[src/rtl/pipe_latch_elastic_pkg.sv]
`default_nettype none
// ============================================================================
// Module      : pipe_latch_elastic_pkg
// Description : Shared types and constants for the elastic pipeline latch.
// Revision    : 1.0 - initial release
// ============================================================================
package pipe_latch_elastic_pkg;

    localparam int PIPE_LATCH_MAX_DEPTH = 8;

    typedef logic [31:0] pstat_t;

    localparam pstat_t C_PSTAT_MAX = 32'hFFFF_FFFF;

    // Handshake outcome of one cycle, {push, pop}
    typedef enum logic [1:0] {
        OP_IDLE = 2'b00,
        OP_POP  = 2'b01,
        OP_PUSH = 2'b10,
        OP_BOTH = 2'b11
    } pl_op_e;

    // Circular increment that also wraps correctly for non-power-of-2 depths
    function automatic int unsigned ptr_next(input int unsigned p, input int unsigned depth);
        return (p + 1 >= depth) ? 0 : p + 1;
    endfunction

endpackage
`default_nettype wire

[src/rtl/pipe_latch_ctrl.sv]
`default_nettype none
// ============================================================================
// Module      : pipe_latch_ctrl
// Description : Pointer/occupancy control for the elastic pipeline latch.
// Revision    : 1.0 - initial release
// ============================================================================
module pipe_latch_ctrl
    import pipe_latch_elastic_pkg::*;
#(
    parameter int DEPTH = 2,
    parameter int PW    = 1,
    parameter int CW    = 2
) (
    input  logic          clk,
    input  logic          rst,
    input  logic          i_in_valid,
    input  logic          i_out_ready,
    input  logic          i_flush,
    output logic          o_push,
    output logic [PW-1:0] o_wr_ptr,
    output logic [PW-1:0] o_rd_ptr,
    output logic [CW-1:0] o_count,
    output logic          o_in_ready,
    output logic          o_out_valid
);

    logic [PW-1:0] r_wr_ptr;
    logic [PW-1:0] r_rd_ptr;
    logic [CW-1:0] r_count;
    logic          w_push;
    logic          w_pop;
    pl_op_e        w_op;

    // Handshake readiness depends only on registered occupancy
    assign o_in_ready  = (r_count != CW'(DEPTH));
    assign o_out_valid = (r_count != '0);

    assign w_push = i_in_valid  & o_in_ready  & ~i_flush;
    assign w_pop  = o_out_valid & i_out_ready & ~i_flush;
    assign w_op   = pl_op_e'({w_push, w_pop});

    always_ff @(posedge clk) begin
        if (rst || i_flush) begin
            r_wr_ptr <= '0;
            r_rd_ptr <= '0;
            r_count  <= '0;
        end else begin
            if (w_push) begin
                r_wr_ptr <= PW'(ptr_next(int'(r_wr_ptr), DEPTH));
            end
            if (w_pop) begin
                r_rd_ptr <= PW'(ptr_next(int'(r_rd_ptr), DEPTH));
            end
            case (w_op)
                OP_PUSH: r_count <= r_count + 1'b1;
                OP_POP:  r_count <= r_count - 1'b1;
                default: r_count <= r_count;
            endcase
        end
    end

    assign o_push   = w_push;
    assign o_wr_ptr = r_wr_ptr;
    assign o_rd_ptr = r_rd_ptr;
    assign o_count  = r_count;

endmodule
`default_nettype wire

[src/rtl/pipe_latch_elastic.sv]
`default_nettype none
// ============================================================================
// Module      : pipe_latch_elastic
// Description : Elastic valid/ready pipeline stage register, DEPTH entries,
//               zero payload when empty. PIPE_LATCH_STATS_EN adds stall and
//               bubble cycle counters.
// Revision    : 1.0 - initial release
// ============================================================================
module pipe_latch_elastic
    import pipe_latch_elastic_pkg::*;
#(
    parameter  int DWIDTH = 32,
    parameter  int DEPTH  = 2,
    localparam int PW     = (DEPTH > 1) ? $clog2(DEPTH) : 1,
    localparam int CW     = $clog2(DEPTH + 1)
) (
    input  logic              CLK,
    input  logic              RST,
    input  logic              in_valid,
    output logic              in_ready,
    input  logic [DWIDTH-1:0] in_data,
    output logic              out_valid,
    input  logic              out_ready,
    output logic [DWIDTH-1:0] out_data,
    input  logic              flush,
    output logic [CW-1:0]     count,
    output pstat_t            stall_cnt,
    output pstat_t            bubble_cnt
);

    generate
        if (DEPTH < 1 || DEPTH > PIPE_LATCH_MAX_DEPTH || DWIDTH < 1) begin : g_bad_param
            $error("pipe_latch_elastic: unsupported DEPTH/DWIDTH");
        end
    endgenerate

    logic              w_push;
    logic [PW-1:0]     w_wr_ptr;
    logic [PW-1:0]     w_rd_ptr;
    logic              w_in_ready;
    logic              w_out_valid;
    logic [DWIDTH-1:0] r_mem [DEPTH];

    pipe_latch_ctrl #(
        .DEPTH (DEPTH),
        .PW    (PW),
        .CW    (CW)
    ) u_ctrl (
        .clk         (CLK),
        .rst         (RST),
        .i_in_valid  (in_valid),
        .i_out_ready (out_ready),
        .i_flush     (flush),
        .o_push      (w_push),
        .o_wr_ptr    (w_wr_ptr),
        .o_rd_ptr    (w_rd_ptr),
        .o_count     (count),
        .o_in_ready  (w_in_ready),
        .o_out_valid (w_out_valid)
    );

    always_ff @(posedge CLK) begin
        if (w_push) begin
            r_mem[w_wr_ptr] <= in_data;
        end
    end

    assign in_ready  = w_in_ready;
    assign out_valid = w_out_valid;
    // Empty stage presents an all-zero NOP bubble downstream
    assign out_data  = w_out_valid ? r_mem[w_rd_ptr] : '0;

`ifdef PIPE_LATCH_STATS_EN
    pstat_t r_stall_cnt;
    pstat_t r_bubble_cnt;

    // Only reset clears the statistics; flush leaves them intact
    always_ff @(posedge CLK) begin
        if (RST) begin
            r_stall_cnt  <= '0;
            r_bubble_cnt <= '0;
        end else begin
            if (in_valid && !w_in_ready && (r_stall_cnt != C_PSTAT_MAX)) begin
                r_stall_cnt <= r_stall_cnt + 32'd1;
            end
            if (out_ready && !w_out_valid && (r_bubble_cnt != C_PSTAT_MAX)) begin
                r_bubble_cnt <= r_bubble_cnt + 32'd1;
            end
        end
    end

    assign stall_cnt  = r_stall_cnt;
    assign bubble_cnt = r_bubble_cnt;
`else
    assign stall_cnt  = 32'd0;
    assign bubble_cnt = 32'd0;
`endif

endmodule
`default_nettype wire

[config.mk]
export PLATFORM = sky130hd
export DESIGN_NAME = pipe_latch_elastic
export DESIGN_NICKNAME = d
export VERILOG_FILES = /design/src/rtl/pipe_latch_elastic_pkg.sv /design/src/rtl/pipe_latch_ctrl.sv /design/src/rtl/pipe_latch_elastic.sv
export SDC_FILE = /design/constraint.sdc
export NUM_CORES = 1
export LEC_CHECK = 0
export CAP_MARGIN = 20
export CELL_PAD_IN_SITES_DETAIL_PLACEMENT = 1
export CELL_PAD_IN_SITES_GLOBAL_PLACEMENT = 2
export CORE_MARGIN = 4
export CORE_UTILIZATION = 28
export DETAILED_ROUTE_END_ITERATION = 16
export PLACE_DENSITY_LB_ADDON = 0.1
export SLEW_MARGIN = 10
export SYNTH_ARGS = -nofsm -noshare
export SYNTH_HDL_FRONTEND = slang
export SYNTH_SLANG_ARGS = --single-unit
[constraint.sdc]
create_clock -name CLK -period 4.65 [get_ports CLK]
set_clock_uncertainty 0.05 [all_clocks]
set_input_delay 1.395 -clock CLK [delete_from_list [all_inputs] [get_ports CLK]]
set_output_delay 1.395 -clock CLK [all_outputs]
set_load 0.03 [all_outputs]
==> out/summary.md <==
STA
- 0 — endpoints failing setup
- 0.823 — final worst-path cycle share
- 0.440 — headroom to the max-slew limit
- 0.839 ns — measured slew at the worst slew-check pin
- 0 — number of failing hold endpoints at the final stage
- 3.83 ns — crit path time final
- 0 — final-report max-slew violation count
- 0.261 GHz — fmax
- no — RSZ-0062 raised after global routing
- 0 ns — Setup TNS

Floorplanning
- 0.287 — initial core utilization
- 38 — Rows
- 12900 um2 — die outline area
- 10900 um2 — core footprint
- 137 — I/O pin cnt
- 114 um — horizontal extent of the die
- 114 um — Die Y-Extent

GRT
- 0 — number of antenna violations at the first check in global routing
- 1829 — vias in the first global route
- 0 — sum of overflow across all layers after global routing
- 0.0978 — GRT Total Usage
- 9.44 mm — global-route wire length before repair
- 34 — pin count of the biggest net entering global routing

Placed design
- 0.672 — final weighted congestion in routability-driven placement
- 4.40 mm — hpwl dp
- 435 — Post-Place Cells
- 72 — Port Buf Inserts

Clocking
- 69 — clk sink count
- 0.33 ns — clk_lat worst skew
- 2 — maximum clock path buffer count
- 0.08 ns — clock input transition at the sequential cells of the worst setup and hold paths
- 0 — number of setup buffers added after CTS
- yes — CTS tree
- 9 — total CTS buffers
- 0 — CTS-repair resized insts
- clkbuf_8 — buffer cell driving the clock tree root
- 3 — H-tree Lvls
- 0 — number of hold-repair buffers added at the cts stage

Finish
- 344 — net count reported at finish
- 0 — number of antenna cells inserted
- 0.0772 — fraction of final layout cells sized beyond drive strength 1
- 451 — non-filler instance count after layout
- 27.3% — P&R area growth vs syn

Hold path
- flop to flop — Hold Path Class
- u_ctrl.o_rd_ptr — worst hold endpoint
- u_ctrl.o_rd_ptr — launch point of the worst hold path
- 2 — cell depth of the worst min-delay path

Pwr
- 0.518 — register share of total power
- 0.999 mW — Internal Power
- 0.130 — portion of total power attributed to combinational logic
- 130 uV — maximum VDD drop
- 342 nW/um2 — total power density per cell area
- 0.264 — switching power as a share of total power
- 0.352 — portion of total power attributed to the clock network
- 1.38 nW — Static Leakage
- 0.358 mW — Sw Pwr

Synth
- 0.648 — share of the yosys chip area belonging to registers
- 228 — cell count after synthesis
- 13.7 um2 — average cell area after synthesis
- edfxtp_1 — top flip-flop cell by instance count after synthesis
- 3120 um2 — combined area of all synthesized cells
- 0 — Post-synth ARST share
- 0 — Synth Warn #
- 19 — distinct cell type count after synthesis
- 64 — number of synthesized flops with an enable pin
- 69 — Yosys reg bits

Worst setup path
- 2.38 ns — CP arrival
- u_ctrl.o_count[0] — launching point of the worst reg2reg path
- 3.20 ns — required time of the critical path
- 21 — top fanout value on the critical path
- r_mem[1][30] — worst reg2reg endpoint
- flop — startpoint types
- 4 — number of cells on the worst reg-to-reg path
- flop to primary output — kind of critical path
- primary output — CP endpoint kind
- 2.57 ns — setup slack of the worst register-to-register path

Flow run
- 0 — count of max-cap constraint violations

Detailed routing
- 6.26 mm — overall routed net length
- 3.87 — via count normalized by instance count
- 4 — first-pass iteration count of the detailed router
- 0 — final routed DRC violation total
- 1747 — vias after detailed routing
- 13.9 um — per-cell routed wire length
- 0 — number of routed nets with antenna violations
- 45 — First DRT Iteration DRCs

Status
- completed — outcome

==> cells in the final DEF, fill, tap and decap left out, types with 3 or more instances in the layout <==
cell type        Yosys  layout
buf_4               67       3
clkbuf_8             0       9
clkdlybuf4s50_1      0      72
conb_1               1      64
dfxtp_1              5       4
edfxtp_1            64      64
mux2i_1             32      32
nor2_1              39      36
nor2_4               0       3
==> metal layers <==
| layer | up-vias | wire length [um] | track usage |
|---|---|---|---|
| met5 | - | 0 | 0 |
| met4 | 0 | 71 | 0.0433 |
| met3 | 6 | 502 | 0.0382 |
| met2 | 82 | 3260 | 0.163 |
| met1 | 844 | 2430 | 0.111 |
| li1 | 815 | - | - |
==> metrics by stage <==
| step | setup slack, ns | utilization | power, mW | instance area [um2] | hold slack [ns] |
|---|---|---|---|---|---|
| after global routing | 0.626 | 0.365 | 1.42 | 3970 | 0.523 |
| after detailed placement | 1.10 | 0.347 | 0.895 | 3780 | 0.464 |
| after floorplan | 1.22 | - | 0.872 | 3360 | 0.422 |
| final | 0.822 | 0.365 | 1.36 | 3970 | 0.475 |
| after CTS | 0.699 | 0.365 | 1.38 | 3970 | 0.483 |
| after global placement | 1.08 | 0.347 | 0.893 | 3780 | 0.439 |
==> layout make-up <==
cell class / count / area [um2]
fillers: 1174 / 6910
flip-flops and latches: 69 / 2020
multi-input cells: 149 / 827
repair buffers: 75 / 743
well taps: 140 / 175
clock buffers: 9 / 124
clock inverters: 7 / 73.8
inverters: 2 / 7.51
==> critical path: stages (launching register included) <==
cell and delay [ns]:
dfxtp_2 0.76, buf_4 0.36, mux2i_1 0.22, nor2_1 0.07, clkdlybuf4s50_1 0.63
==> kinds of logic after synthesis <==
group / count (synthesis) / share of synthesized area
flip-flops: 69 / 0.648
adder cells (fa/ha/maj): 1 / 0.00401
buffers and inverters: 73 / 0.170
AO/OA/AOI/OAI: 5 / 0.00882
AND/OR/NAND/NOR: 44 / 0.0569
multiplexers: 32 / 0.103
other: 1 / 0.00120
XOR/XNOR: 3 / 0.00842
==> synth_stat cells (2+ instances only) <==
cell | number | area (um2)
a21oi_1 | 2 | 10.0
buf_2 | 4 | 20.0
buf_4 | 67 | 503
dfxtp_1 | 5 | 100
edfxtp_1 | 64 | 1920
inv_1 | 2 | 7.51
mux2i_1 | 32 | 320
nor2_1 | 39 | 146
o21ai_0 | 2 | 10.0
xor2_1 | 2 | 17.5
==> power groups by stage <==
stage	sequential, mW	combinational (mW)	clock [mW]
after floorplan	0.716	0.155	0
final	0.703	0.177	0.477
after global routing	0.705	0.189	0.529
after detailed placement	0.717	0.178	0
after global placement	0.717	0.176	0
after CTS	0.703	0.178	0.499
==> state kept, by name (all words and copies together) (netlist names), named ones only <==
signal and count:
u_ctrl.o_count 2, r_mem 64, u_ctrl.o_wr_ptr 1, u_ctrl.o_rd_ptr 1
==> worst max-delay path by stage <==
stage	to	cells after the start	slack, ns
global route	out_data[1]	4	0.63
finish	out_data[1]	4	0.82
detailed placement	out_data[3]	4	1.10
global placement	out_data[1]	4	1.08
floorplan	r_mem[0][0]	2	1.22
CTS	out_data[3]	4	0.70
(Power assumes the default switching activity.)
